==> src/rtl/instr_fetch.sv <==
// Instruction fetch unit: a small loadable program store and a fetch sequencer.
// Words are fetched in order until the HALT_WORD sentinel is reached.
module instr_fetch #(
  parameter int unsigned DEPTH     = 32,
  parameter logic [31:0] HALT_WORD = 32'hFFFF_FFFF
) (
  input  logic        clk,
  input  logic        rst,
  input  logic        start,
  input  logic        stall,
  input  logic        load_en,
  input  logic [4:0]  load_addr,
  input  logic [31:0] load_data,
  output logic [31:0] instruction,
  output logic        instr_valid,
  output logic [4:0]  pc,
  output logic        busy,
  output logic        halted
);

  typedef enum logic [1:0] {IDLE, RUN, HALT} state_t;

  localparam logic [4:0] LAST = 5'(DEPTH - 1);

  state_t      state, state_next;
  logic [31:0] mem [DEPTH];
  logic [31:0] fetch_word;
  logic [31:0] instr_next;
  logic        valid_next;
  logic [4:0]  pc_next;
  logic [4:0]  pc_inc;

  assign fetch_word = mem[pc];
  assign pc_inc     = (pc == LAST) ? '0 : pc + 5'd1;

  // Store has no reset so a program survives rst and can be replayed.
  always_ff @(posedge clk) begin
    if (!rst && load_en && state != RUN)
      mem[load_addr] <= load_data;
  end

  always_comb begin
    state_next = state;
    instr_next = instruction;
    valid_next = instr_valid;
    pc_next    = pc;
    case (state)
      IDLE, HALT: begin
        instr_next = HALT_WORD;
        valid_next = 1'b0;
        if (start) begin
          state_next = RUN;
          pc_next    = '0;
        end
      end
      RUN: begin
        if (!stall) begin
          if (fetch_word == HALT_WORD) begin
            // pc stays on the halt word so it is visible to the host.
            state_next = HALT;
            instr_next = HALT_WORD;
            valid_next = 1'b0;
          end else begin
            instr_next = fetch_word;
            valid_next = 1'b1;
            pc_next    = pc_inc;
          end
        end
      end
      default: state_next = IDLE;
    endcase
  end

  always_ff @(posedge clk) begin
    if (rst) begin
      state       <= IDLE;
      pc          <= '0;
      instruction <= HALT_WORD;
      instr_valid <= 1'b0;
      busy        <= 1'b0;
      halted      <= 1'b0;
    end else begin
      state       <= state_next;
      pc          <= pc_next;
      instruction <= instr_next;
      instr_valid <= valid_next;
      busy        <= (state_next == RUN);
      halted      <= (state_next == HALT);
    end
  end

endmodule

==> config.mk <==
export PLATFORM = sky130hd
export DESIGN_NAME = instr_fetch
export DESIGN_NICKNAME = d
export VERILOG_FILES = /design/src/rtl/instr_fetch.sv
export SDC_FILE = /design/constraint.sdc
export NUM_CORES = 1
export LEC_CHECK = 0
export ABC_CLOCK_PERIOD_IN_PS = 8400
export CAP_MARGIN = 20
export CORE_MARGIN = 8
export CORE_UTILIZATION = 40
export CTS_CLUSTER_DIAMETER = 200
export DETAILED_ROUTE_END_ITERATION = 12
export GPL_TIMING_DRIVEN = 1
export HOLD_SLACK_MARGIN = 0.05
export SLEW_MARGIN = 20
export SYNTH_ARGS = -nofsm -noshare
export SYNTH_HDL_FRONTEND = slang
export SYNTH_SLANG_ARGS = --single-unit
==> constraint.sdc <==
create_clock -name clk -period 8.4 [get_ports clk]
set_input_delay 1.68 -clock clk [delete_from_list [all_inputs] [get_ports clk]]
set_output_delay 1.68 -clock clk [all_outputs]
set_load 0.1 [all_outputs]
; After elaboration in Yosys (flattened, before gate mapping)
; Memory sizes are Yosys's and may differ from the RTL's. A register that Yosys moved wholly into a read port is not among the register bits.
; Cells that the tools add are included.
[totals]
out_inout_bits = 40
inputBits = 42
n_memories = 1
latchBits = 0
reg_bits = 42
ram_bits = 1024
mem_bits_ro = 0
word_cells = 45
[mem_list]
columns = name, depth, word_bits, rd, rd_ports_with_merged_regs, wr, line
row1 = mem, 32, 32, 1, 1, 1, 26  ; logic [31:0] mem [DEPTH];
[op_classes]
eq_ne = 10
bitwise_logic = 0
addsub = 1
shifts = 0
n_lt_le_gt_ge = 0
mul = 0
mux = 19
n_div = 0
n_reduce_logical = 8
[op_table]
columns = operator, count
row1 = $mux W32, 2
row2 = $pmux W32 S2, 1
row3 = $eq A32 B32 Y1 const B, 1
row4 = $mux W5, 6
row5 = $pmux W5 S2, 1
row6 = $mux W2, 3
row7 = $ne A2 B2 Y1 const B, 3
row8 = $add A5 B1 Y5 const B, 1
row9 = $eq A5 B5 Y1 const B, 1
row10 = $eq A2 B1 Y1 const B, 2
row11 = $eq A2 B2 Y1 const B, 2
row12 = $mux W1, 4
row13 = $pmux W2 S2, 1
row14 = $reduce_and A4 Y1, 1
row15 = $logic_and A1 B1 Y1, 2
row16 = $logic_not A2 Y1, 1
row17 = $ne A2 B1 Y1 const B, 1
row18 = $pmux W1 S2, 1
row19 = $reduce_and A2 Y1, 1
row20 = $reduce_bool A2 Y1, 1
row21 = $reduce_or A2 Y1, 1
row22 = $logic_not A1 Y1, 1

; Logic depth before layout (Yosys ltp)
[depth]
ltp_word = 7
mapped_depth = 13
depth_no_buf = 8

; Least setup slack after synthesis
; Ideal clock, no wire load.
[synth_timing]
kind = input -> register
startpoint = in rst
endpoint = mem mem[12][0], enable pin
arrival_ps = 3686
path_stages = 4
slack_ps = 4293
path_buffers = 1
cell_sequence = nand3b_1 or3_1 clkbuf_1 nor2_1
[synth_via]
elab_chain_cells = 5
[synth_lines]
columns = element, line
row1 = "start, declared", 8  ; input logic rst,
row2 = $logic_not A1 Y1, 38  ; if (!rst && load_en && state != RUN)
row3 = $logic_and A1 B1 Y1 (2 in a row), 38
row4 = $mux W1, 38
row5 = $mux W1 (not written as such), 39  ; mem[load_addr] <= load_data;
row6 = "end, declared", 26
; No other way between the ends.

==> results_dict.tcl <==
set metrics [dict create \
    status "complete, no violations" \
    tns_ns 0 \
    start_util 0.401 \
    die_y_um 337 \
    layout.nets 2142 \
    fmax_mhz 204 \
    path_max_fanout 119 \
    period_minus_slack_ns 4.91 \
    synthCells 1924 \
    num_vias 20600 \
    place_hpwl_um 65900 \
    synth_compound_area_frac 0.0300 \
    grt_pass1_wl_um 154000 \
    drc 0 \
    fillers 8543 \
    async_reset_ff_frac 0 \
    ys_types 67 \
    crit_type "reg -> reg" \
    cts_tree "done" \
    critPathTopFamily "compound AO/OA/AOI/OAI gates" \
    finalClockSkew_ns 0.0310 \
    ctsHoldBuffers 0 \
    via_per_inst 5.79 \
    arrival_ns 5.45 \
    relSlewSlack 0.296 \
    synth.net_count 1968 \
    hold_viol 0 \
    fin_ws_ns 3.49 \
    synthFlopType "edfxtp_1" \
    maxCapViolCount 0 \
    post-cts-setup-buffers 0 \
    wirelength_um 108000 \
    path_clk_slew_ns 0.07 \
    gp_congestion 0.831 \
    ys_seq_elements 1071 \
    crit_chain "buf_12, buf_4, mux2i_1, a221oi_1, o21ai_0, a22oi_1, and3b_1, nand4_1, nor4_4, o22ai_1" \
    yosysSeqAreaShare 0.767 \
    clock_latency_ns 0.68 \
    syn_to_final_growth_pct 15.9 \
    synth_fa_ha_area_frac 0.000606 \
    setup_viol 0 \
    slowest_stage "dfxtp_4" \
    wire_per_inst_um 30.3 \
    h-tree-depth 3 \
    yosysWarnings 0 \
    yosys.area_share.simple 0.0293 \
    clock_sinks 1071 \
    pre_cts_slack_ns 3.56 \
    synth_xor_area_frac 0 \
    drive_above_1_share 0.248 \
    crit_buf_inv 2 \
    first_pass_iters 5 \
    fp.coreArea_um2 103000 \
    startpoint_type "register" \
    grt_pass1_vias 20500 \
    fin_util 0.465 \
    overflow 0 \
    grt_max_degree 120 \
    synth_top_family_by_area "multiplexers" \
    postRouteAntennaNets 0 \
    rrSetupSlack_ns 3.49 \
    rows 118 \
    drv_slew 0 \
    dieArea_um2 114000 \
    syn_avg_cell_area_um2 21.5 \
    track_usage 0.189 \
    final_common_cell "edfxtp_1" \
    io_pins 82 \
    cp.required_ns 8.93 \
    worstHoldPathType "reg -> reg" \
    cts_buffers 105 \
    worstMarginPinSlew_ns 1.05 \
    peakVddDrop_uv 147 \
    synth-edff-count 1024 \
    synth_mux_area_frac 0.154 \
    power_density_nw_per_um2 230 \
    dr.first_iter.drc_count 2528 \
    netlist_area_um2 41300 \
    crit_path_max_incr_delay_ns 0.75 \
    power.leakage_nw 14.5 \
    io_buffers 81 \
    cp-end-kind "register" \
    die_w_um 337 \
    ctsResizeCount 0 \
    layout_common_cells "edfxtp_1 (1024), mux4_2 (216), mux2i_1 (113)" \
    min_period_over_period 0.585 \
    rsz0062_at_grt "no" \
    antenna_found_initial 4 \
    clk_path_buf_depth 3 \
    root_buffer "clkbuf_16" \
]
## flip-flops by register name, summed over array words and instances, names as in the netlist, named ones only
register     cells
state            2
pc               5
busy             1
halted           1
instruction     32
instr_valid      1
mem           1024
## per-stage QoR
stage	cells	cell area (um^2)	total power, mW	hold WS, ns
after floorplan	1924	41300	6.12	0.532
after global placement	3349	43900	6.30	0.470
after detailed placement	3366	44300	6.31	0.472
after CTS	3560	47800	11.1	0.493
after global routing	3565	47900	11.3	0.513
final	3566	47900	11.0	0.489
## layer usage
metal,GRT usage,wire [um]
met5,0,27
met1,0.280,46600
met2,0.280,48200
met3,0.0492,11300
met4,0.0423,1970
## power by group
group          total, mW  internal, mW  switching, mW
combinational      0.316        0.0851          0.231
clock               4.82          2.80           2.02
sequential          5.88          5.87         0.0140
## worst reg2reg max path: cells and delay by family, from the launching register on
family                 cells  cell delay, ns
multiplexers               1            0.24
AND/OR/NAND/NOR            3            1.05
buffers and inverters      2            1.36
flip-flops                 1            0.75
AO/OA/AOI/OAI              4            1.37
## final timing paths
kind	startpoint	to	depth (start not counted)
hold / removal	instruction[29]	instruction[29]	2
setup reg to reg	register	register	10
setup / recovery	register	register	10
hold reg to reg	instruction[29]	instruction[29]	2
## cell families (layout without fill, tap and decap cells)
| family | count (synthesis) | in the layout |
|---|---|---|
| AOI/OAI and AO/OA | 160 | 160 |
| adders and majority gates | 2 | 2 |
| buffers and inverters | 104 | 365 |
| DFF | 1071 | 1071 |
| muxes | 348 | 348 |
| other | 0 | 1 |
| and+or+nand+nor | 239 | 239 |
## cell usage after synthesis (all sizes together) (10+ instances only)
| cell type | count | area share |
|---|---|---|
| dfxtp | 47 | 0.023 |
| a32oi | 10 | 0.0021 |
| clkbuf | 20 | 0.0022 |
| a221oi | 23 | 0.0056 |
| nor2 | 63 | 0.0057 |
| nand2 | 79 | 0.0072 |
| o22a | 19 | 0.0040 |
| a22oi | 27 | 0.0050 |
| o22ai | 23 | 0.0035 |
| buf | 76 | 0.016 |
| nand4 | 11 | 0.0017 |
| mux2i | 113 | 0.027 |
| nor2b | 10 | 0.0015 |
| and3 | 11 | 0.0017 |
| edfxtp | 1024 | 0.74 |
| a21oi | 17 | 0.0021 |
| nand3 | 14 | 0.0018 |
| mux4 | 226 | 0.12 |
## final cells by class
type,instances,area (um^2),area share
clock inverter,72,778,0.0162
inverter,8,30.0,0.000627
tap,1380,1730,0.0360
timing repair buffer,163,1770,0.0369
sequential,1071,31700,0.662
antenna,1,2.50,0.0000522
multi-input combinational,749,9120,0.190
clock buffer,122,2780,0.0580
No activity file was read; power rests on OpenSTA's default activity.
